$ cat src/rtl/mem_arb_pkg.sv
// Shared definitions for the unified memory arbiter: FSM states, grant
// encoding and the fixed func3 used for instruction fetches.
package mem_arb_pkg;

    typedef enum logic [1:0] {
        IDLE  = 2'd0,
        ISSUE = 2'd1,
        DONE  = 2'd2
    } arb_state_t;

    typedef enum logic {
        GRANT_IF = 1'b0,
        GRANT_DM = 1'b1
    } grant_t;

    // Fetches are always full-word reads.
    localparam logic [2:0] IF_FUNC3 = 3'b010;

endpackage

$ cat src/rtl/arb_lat_counter.sv
// Load/enable up-counter with a terminal-count flag, used to time how long
// the arbiter holds an access on the memory.
module arb_lat_counter #(
    parameter int WIDTH    = 1,
    parameter int TC_VALUE = 0
) (
    input  logic             clock,
    input  logic             reset,
    input  logic             load,
    input  logic             enable,
    output logic [WIDTH-1:0] count,
    output logic             tc
);

    always_ff @(posedge clock) begin
        if (!reset) begin
            count <= '0;
        end else if (load) begin
            count <= '0;
        end else if (enable) begin
            count <= count + WIDTH'(1);
        end
    end

    assign tc = (count == WIDTH'(TC_VALUE));

endmodule

$ cat src/rtl/unified_mem_arbiter.sv
// Arbitrates the single unified memory between instruction fetch and the
// MEM-stage data port; DM has priority with a bounded streak so IF cannot starve.
module unified_mem_arbiter
    import mem_arb_pkg::*;
#(
    parameter int ADDR_W        = 8,
    parameter int DATA_W        = 32,
    parameter int MEM_LATENCY   = 1,
    parameter int MAX_DM_STREAK = 3
) (
    input  logic              clock,
    input  logic              reset,
    input  logic              if_req,
    input  logic [ADDR_W-1:0] if_addr,
    input  logic              if_flush,
    output logic              if_ready,
    output logic [DATA_W-1:0] if_rdata,
    input  logic              dm_req,
    input  logic              dm_we,
    input  logic [ADDR_W-1:0] dm_addr,
    input  logic [DATA_W-1:0] dm_wdata,
    input  logic [2:0]        dm_func3,
    output logic              dm_ready,
    output logic [DATA_W-1:0] dm_rdata,
    output logic              mem_en,
    output logic              mem_we,
    output logic [ADDR_W-1:0] mem_addr,
    output logic [DATA_W-1:0] mem_wdata,
    output logic [2:0]        mem_func3,
    input  logic [DATA_W-1:0] mem_rdata,
    output logic              busy
);

    localparam int LAT_W    = $clog2(MEM_LATENCY + 1);
    localparam int STREAK_W = $clog2(MAX_DM_STREAK + 1);

    arb_state_t          state;
    arb_state_t          state_next;
    grant_t              txn_port;
    logic                txn_we;
    logic [ADDR_W-1:0]   txn_addr;
    logic [DATA_W-1:0]   txn_wdata;
    logic [2:0]          txn_func3;
    logic [DATA_W-1:0]   txn_rdata;
    logic [DATA_W-1:0]   if_rdata_q;
    logic [DATA_W-1:0]   dm_rdata_q;
    logic                flushed;
    logic [STREAK_W-1:0] dm_streak;
    logic [LAT_W-1:0]    lat_cnt;
    logic                lat_tc;
    logic                grant_valid;
    grant_t              grant_sel;
    logic                if_eligible;

    // A flush in IDLE withdraws the fetch before it can be granted.
    assign if_eligible = if_req && !if_flush;

    always_comb begin
        grant_valid = 1'b0;
        grant_sel   = GRANT_DM;
        if (dm_req && if_eligible) begin
            grant_valid = 1'b1;
            grant_sel   = (dm_streak == STREAK_W'(MAX_DM_STREAK)) ? GRANT_IF : GRANT_DM;
        end else if (dm_req) begin
            grant_valid = 1'b1;
            grant_sel   = GRANT_DM;
        end else if (if_eligible) begin
            grant_valid = 1'b1;
            grant_sel   = GRANT_IF;
        end
    end

    arb_lat_counter #(
        .WIDTH    (LAT_W),
        .TC_VALUE (MEM_LATENCY - 1)
    ) u_lat_counter (
        .clock  (clock),
        .reset  (reset),
        .load   (state != ISSUE),
        .enable ((state == ISSUE) && !lat_tc),
        .count  (lat_cnt),
        .tc     (lat_tc)
    );

    always_ff @(posedge clock) begin
        if (!reset) begin
            state <= IDLE;
        end else begin
            state <= state_next;
        end
    end

    always_comb begin
        state_next = state;
        mem_en     = 1'b0;
        mem_we     = 1'b0;
        mem_addr   = '0;
        mem_wdata  = '0;
        mem_func3  = '0;
        if_ready   = 1'b0;
        dm_ready   = 1'b0;
        if_rdata   = if_rdata_q;
        dm_rdata   = dm_rdata_q;
        case (state)
            IDLE: begin
                if (grant_valid) begin
                    state_next = ISSUE;
                end
            end
            ISSUE: begin
                mem_en    = 1'b1;
                mem_we    = txn_we;
                mem_addr  = txn_addr;
                mem_wdata = txn_wdata;
                mem_func3 = txn_func3;
                if (lat_tc) begin
                    state_next = DONE;
                end
            end
            DONE: begin
                state_next = IDLE;
                if (txn_port == GRANT_IF) begin
                    // A flush seen at any point of the fetch hides its result.
                    if (!flushed && !if_flush) begin
                        if_ready = 1'b1;
                        if_rdata = txn_rdata;
                    end
                end else begin
                    dm_ready = 1'b1;
                    if (!txn_we) begin
                        dm_rdata = txn_rdata;
                    end
                end
            end
            default: state_next = IDLE;
        endcase
    end

    always_ff @(posedge clock) begin
        if (!reset) begin
            txn_port   <= GRANT_IF;
            txn_we     <= 1'b0;
            txn_addr   <= '0;
            txn_wdata  <= '0;
            txn_func3  <= '0;
            txn_rdata  <= '0;
            if_rdata_q <= '0;
            dm_rdata_q <= '0;
            flushed    <= 1'b0;
        end else begin
            if (state == IDLE && grant_valid) begin
                txn_port <= grant_sel;
                if (grant_sel == GRANT_DM) begin
                    txn_we    <= dm_we;
                    txn_addr  <= dm_addr;
                    txn_wdata <= dm_wdata;
                    txn_func3 <= dm_func3;
                end else begin
                    txn_we    <= 1'b0;
                    txn_addr  <= if_addr;
                    txn_wdata <= '0;
                    txn_func3 <= IF_FUNC3;
                end
            end
            if (state == ISSUE && lat_tc) begin
                txn_rdata <= mem_rdata;
            end
            if (if_ready) begin
                if_rdata_q <= txn_rdata;
            end
            if (dm_ready && !txn_we) begin
                dm_rdata_q <= txn_rdata;
            end
            if (state == IDLE) begin
                flushed <= 1'b0;
            end else if (txn_port == GRANT_IF && if_flush) begin
                flushed <= 1'b1;
            end
        end
    end

    // The streak only grows while IF is actually waiting behind DM.
    always_ff @(posedge clock) begin
        if (!reset) begin
            dm_streak <= '0;
        end else if (state == IDLE) begin
            if (grant_valid && grant_sel == GRANT_IF) begin
                dm_streak <= '0;
            end else if (!if_req) begin
                dm_streak <= '0;
            end else if (grant_valid && dm_streak != STREAK_W'(MAX_DM_STREAK)) begin
                dm_streak <= dm_streak + STREAK_W'(1);
            end
        end
    end

    assign busy = (state != IDLE);

endmodule

$ cat config.mk
export PLATFORM = sky130hd
export DESIGN_NAME = unified_mem_arbiter
export DESIGN_NICKNAME = d
export VERILOG_FILES = /design/src/rtl/mem_arb_pkg.sv /design/src/rtl/arb_lat_counter.sv /design/src/rtl/unified_mem_arbiter.sv
export SDC_FILE = /design/constraint.sdc
export NUM_CORES = 1
export LEC_CHECK = 0
export CAP_MARGIN = 5
export CORE_MARGIN = 1.5
export CORE_UTILIZATION = 40
export DETAILED_ROUTE_END_ITERATION = 10
export GPL_TIMING_DRIVEN = 1
export PLACE_DENSITY = 0.81
export SLEW_MARGIN = 20
export SYNTH_ARGS = -nofsm -noshare
export SYNTH_HDL_FRONTEND = slang
export SYNTH_SLANG_ARGS = --single-unit
$ cat constraint.sdc
create_clock -name clock -period 3.3 [get_ports clock]
set_clock_uncertainty 0.1 [all_clocks]
set_input_delay 0.66 -clock clock [delete_from_list [all_inputs] [get_ports clock]]
set_output_delay 0.66 -clock clock [all_outputs]
set_load 0.005 [all_outputs]
**Word-level counts from Yosys, hierarchy flattened**

Cells that the tools add are included.

- Register bits: 147
- Output and inout port bits: 112
- Logic and storage cells: 78

- Add/subtract/negate cells: 2
- Equality and inequality tests: 8
- Multiplexer cells: 33
- Bitwise operators: 4
- Reduce and logical (&&, ||, !) cells: 19

Operator list:

| operator | number |
|---|---|
| two-way mux 32 bit | 8 |
| two-way mux 8 bit | 2 |
| two-way mux 1 bit | 15 |
| logical AND 1 bit | 10 |
| two-way mux 2 bit | 5 |
| two-way mux 3 bit | 2 |
| != test 2 bit (second input constant) | 3 |
| equality test 2 bit (second input constant) | 2 |
| inverter 1 bit | 4 |
| one-hot mux 2 bit (2 select lines) | 1 |
| AND reduction 2 bit | 2 |
| OR reduction 2 bit | 2 |
| logical NOT 1 bit | 3 |
| != test 3 x 1 -> 1 bit (second input constant) | 1 |
| adder 2 x 1 -> 2 bit (second input constant) | 1 |
| equality test 2 x 1 -> 1 bit (second input constant) | 1 |
| logical NOT 2 bit | 1 |
| != test 2 x 1 -> 1 bit (second input constant) | 1 |
| nonzero test 2 bit | 1 |
| adder 1 bit (second input constant) | 1 |

**Depth between registers and ports, before layout**

- Word-level depth: 9
- Gate-level depth with buffers: 6

**Modules after synthesis**

From an unflattened synthesis, not the netlist that was laid out.

- Cell total of the unflattened synthesis: 599
- Area, all modules: 5905.7 um2

By module, submodules not included:

| module | times used | cells an instance | area an instance (um2) | sequential area each (um2) |
|---|---|---|---|---|
| unified_mem_arbiter | 1 | 595 | 5860.6 | 2922.8 |
| arb_lat_counter | 1 | 4 | 45.0 | 20.0 |

**Least setup slack after synthesis**

OpenSTA, ideal clock, no wires.

- Path kind: input-to-output
- From: input if_flush
- To: output if_rdata[0]
- Arrival: 1.606 ns
- Path slack: 0.934 ns
- Stages: 3
- Buffers on the path: 1
- Path through: nor4_4 buf_2 mux2_2

- Word-level cells in the longest chain between the ends: 5

RTL lines:

| what | line | source |
|---|---|---|
| start: declaration | unified_mem_arbiter.sv:15 | `input logic if_flush,` |
| logical NOT 1 bit | unified_mem_arbiter.sv:124 | `if (!flushed && !if_flush) begin` |
| logical AND 1 bit | unified_mem_arbiter.sv:124 |  |
| two-way mux 32 bit | unified_mem_arbiter.sv:124 |  |
| two-way mux 32 bit | unified_mem_arbiter.sv:122 | `if (txn_port == GRANT_IF) begin` |
| two-way mux 32 bit | unified_mem_arbiter.sv:104 | `case (state)` |
| end: declaration | unified_mem_arbiter.sv:17 | `output logic [DATA_W-1:0] if_rdata,` |

No other way between the ends.

**Worst setup path in the final report**

- From: input if_flush
- To: output if_rdata[30]

The elaborated chain is that of the path after synthesis.

==> results.md <==
* Worst-path clk slew at 0.06 ns
* Most common cell after layout, fill and taps aside: clkdlybuf4s50_1
* Htree depth at 4
* Number of routed nets with antenna violations at 0
* Met2 usage at 0.312
* Final hold slack at between 0.3 and 0.4 ns
* Final Slew Violations at 0
* Buffers on Ports at 200
* GP Congestion at approximately 0.79
* Clock Tree Buf Depth at 2
* Fraction of met1 tracks used by global routing at 0.249
* DIE WIDTH at approximately 120 µm
* Row count at between 40 and 50
* Final wirelength at 15000 µm
* Yosys warnings at 0
* Crit path DAT at 2.42 ns
* Setup WS pre-CTS at -0.00645 ns
* Vias per cell at roughly 4.9
* Total GRT Usage at 0.198
* Worst VDD drop at about 0.36 mV
* FMAX at 0.314 GHz
* Post-Syn Area at between 0.005 and 0.006 mm²
* Worst-Skew Late Latency at ~0.42 ns
* Min-Delay Path Class: flop to flop
* Layout area overhead at 47.7%
* DIE AREA at about 0.015 mm²
* Placed Cells at 949
* Seq cells post-synth at approximately 150
* Busiest grt layer: met2
* Cell Count, Final, Fillers Out at a little under 1000
* Slew HR at 0.562
* WL/cell at about 15 µm
* Multi-input combinational cell area at around 0.0028 mm²
* CTS Root Cell: clkbuf_16
* R2R setup slack at around 0.90 ns
* Final Setup Violations at 0
* Max-cap violations at 0
* Avg Cell Area, Syn at between 9 and 10 µm²
* Post-DP HPWL at 9920 µm
* Worst-Margin Slew at around 0.65 ns
* DIE HEIGHT at approximately 120 µm
* Distinct cell type count after synthesis at 30
* Largest net degree at the start of global routing at 93
* Unrepaired setup endpoints after global routing: no
* Synth top area cells: dfxtp_1 (50%), and2_1 (12%), mux2_2 (11%)
* Cell taking the most area after synthesis: dfxtp_1
* Core area at about 0.014 mm²
* Pwr/cell area at ~470 mW/mm²
* GR Overflow Total at 0
* Total design power at between 4 and 5 mW
* Total area of sequential cells at between 0.002 and 0.003 mm²
* DRC at 0
* Fin crit share at 0.965
* Leak Pwr at around 3.3 nW
* Critical path startpoint category: primary input
* # clock sinks at 147
* Cells after synthesis at approximately 600
* Syn Nets at between 600 and 700
* Fin. Hold Viols at 0
* Starting density of the core at 0.407
* Status: finished, final reports clean
* Kind of critical path: primary input to primary output
* Max FO, Critical Path at 9
* Initial antenna violation count at 0
* Layout cell share with drive strength beyond 1 at 0.138
* DR pass1 iterations at 4
* CP endpoint kind: primary output
* TritonCTS Buffers at 17
* First-pass GRT wire length at 24700 µm
* Setup_tns at 0 ns
* Top-Level Pins at between 200 and 250
* Worst setup margin at between 0.1 and 0.15 ns
* Fill count at about 1200
* WP data required at ~2.5 ns
* Tmin final at 3.18 ns
* CTS tree: built
* Global routing usage on met3 at 0.0743
* Top-area cell type share of the netlist area at 0.500
* Via count at between 4000 and 5000
* Register area share after synthesis at 0.500
* Most frequent cells in the layout: clkdlybuf4s50_1 (198), dfxtp_1 (146), and2_1 (109)
* Vias in the first global route at 4768
* Nets at between 800 and 900
* Iteration-0 DRC Markers at between 300 and 400
* Diode count at 0
metal layers:
metal	routed length, µm	up-vias
met3	1160	16
met1	6910	2228
met2	6680	170
met5	0	-
met4	212	0
li1	-	2368
through the flow:
step | util | cell area, µm²
after global routing | 0.601 | 8700
final | 0.601 | 8700
after CTS | 0.601 | 8700
after global placement | 0.560 | 8110
after detailed placement | 0.560 | 8110
after floorplan | - | 5890
worst max-delay path, stage by stage:
cell and delay, ns:
dlygate4sd2_1 0.27, nor4_4 0.26, buf_4 0.21, buf_4 0.21, mux2_2 0.36, clkdlybuf4s50_1 0.45
synthesized netlist by cell type:
library cell and instances:
o21a_1 1, a21oi_1 2, nand4_1 1, clkbuf_1 33
nor2b_1 41, mux2_1 8, nand2_1 84, a21boi_0 35
inv_1 3, a22oi_1 35, dfxtp_1 147, mux2_2 56
conb_1 1, buf_2 6, o21ai_1 2, buf_6 1
nor2_1 2, ha_1 1, inv_2 1, nand4b_1 1
a2111oi_4 1, and2_1 109, buf_4 2, nor3b_1 1
nor3_2 1, a31oi_1 8, o21ai_0 9, nor4_4 1
o221a_1 1, nand2b_1 2
sequential cells by signal, indices dropped and copies added (netlist names):
| signal | cells |
|---|---|
| txn_wdata | 32 |
| txn_func3 | 3 |
| if_rdata_q | 32 |
| u_lat_counter.count | 1 |
| txn_rdata | 32 |
| txn_port | 1 |
| flushed | 1 |
| state | 2 |
| txn_we | 1 |
| txn_addr | 8 |
| dm_rdata_q | 32 |
| dm_streak | 2 |
repair_timing:
item	4_1_cts	5_1_grt
pin swaps	1	0
hold endpoints to repair	0	0
hold buffers	0	0
setup endpoints to repair	1	20
gates cloned	1	0
resized for setup	1	3
buffers inserted	1	0
cells by family (layout without fill, tap and decap cells):
| logic type | after synthesis | after routing | share of synthesized area |
|---|---|---|---|
| AO/OA/AOI/OAI | 94 | 94 | 0.117 |
| adder cells (fa/ha/maj) | 1 | 1 | 0.00212 |
| buffers and inverters | 46 | 249 | 0.0331 |
| flip-flops | 147 | 147 | 0.500 |
| multiplexers | 64 | 64 | 0.122 |
| other | 1 | 1 | 0.000637 |
| AND/OR/NAND/NOR | 243 | 243 | 0.225 |
where the power goes:
part	switching, mW	internal (mW)	total, mW
logic	0.178	0.225	0.403
registers	0.0389	1.84	1.88
clock network	0.785	1.01	1.80
total	1.00	3.08	4.08
path summary, 6_finish.rpt:
path              cells after the start         start             to
setup / recovery                      6      if_flush   if_rdata[30]
hold / removal                        2  dm_streak[1]   dm_streak[1]
setup reg to reg                      6      state[0]  txn_rdata[18]
hold reg to reg                       2  dm_streak[1]   dm_streak[1]
final cells by class:
class | instances | share of cell area
Inverter | 4 | 0.00173
Tap cell | 184 | 0.0265
Clock buffer | 20 | 0.0525
Clock inverter | 12 | 0.0108
Sequential cell | 147 | 0.338
Timing Repair Buffer | 213 | 0.252
Multi-Input combinational cell | 403 | 0.318
Power figures use the tool's default switching activity.
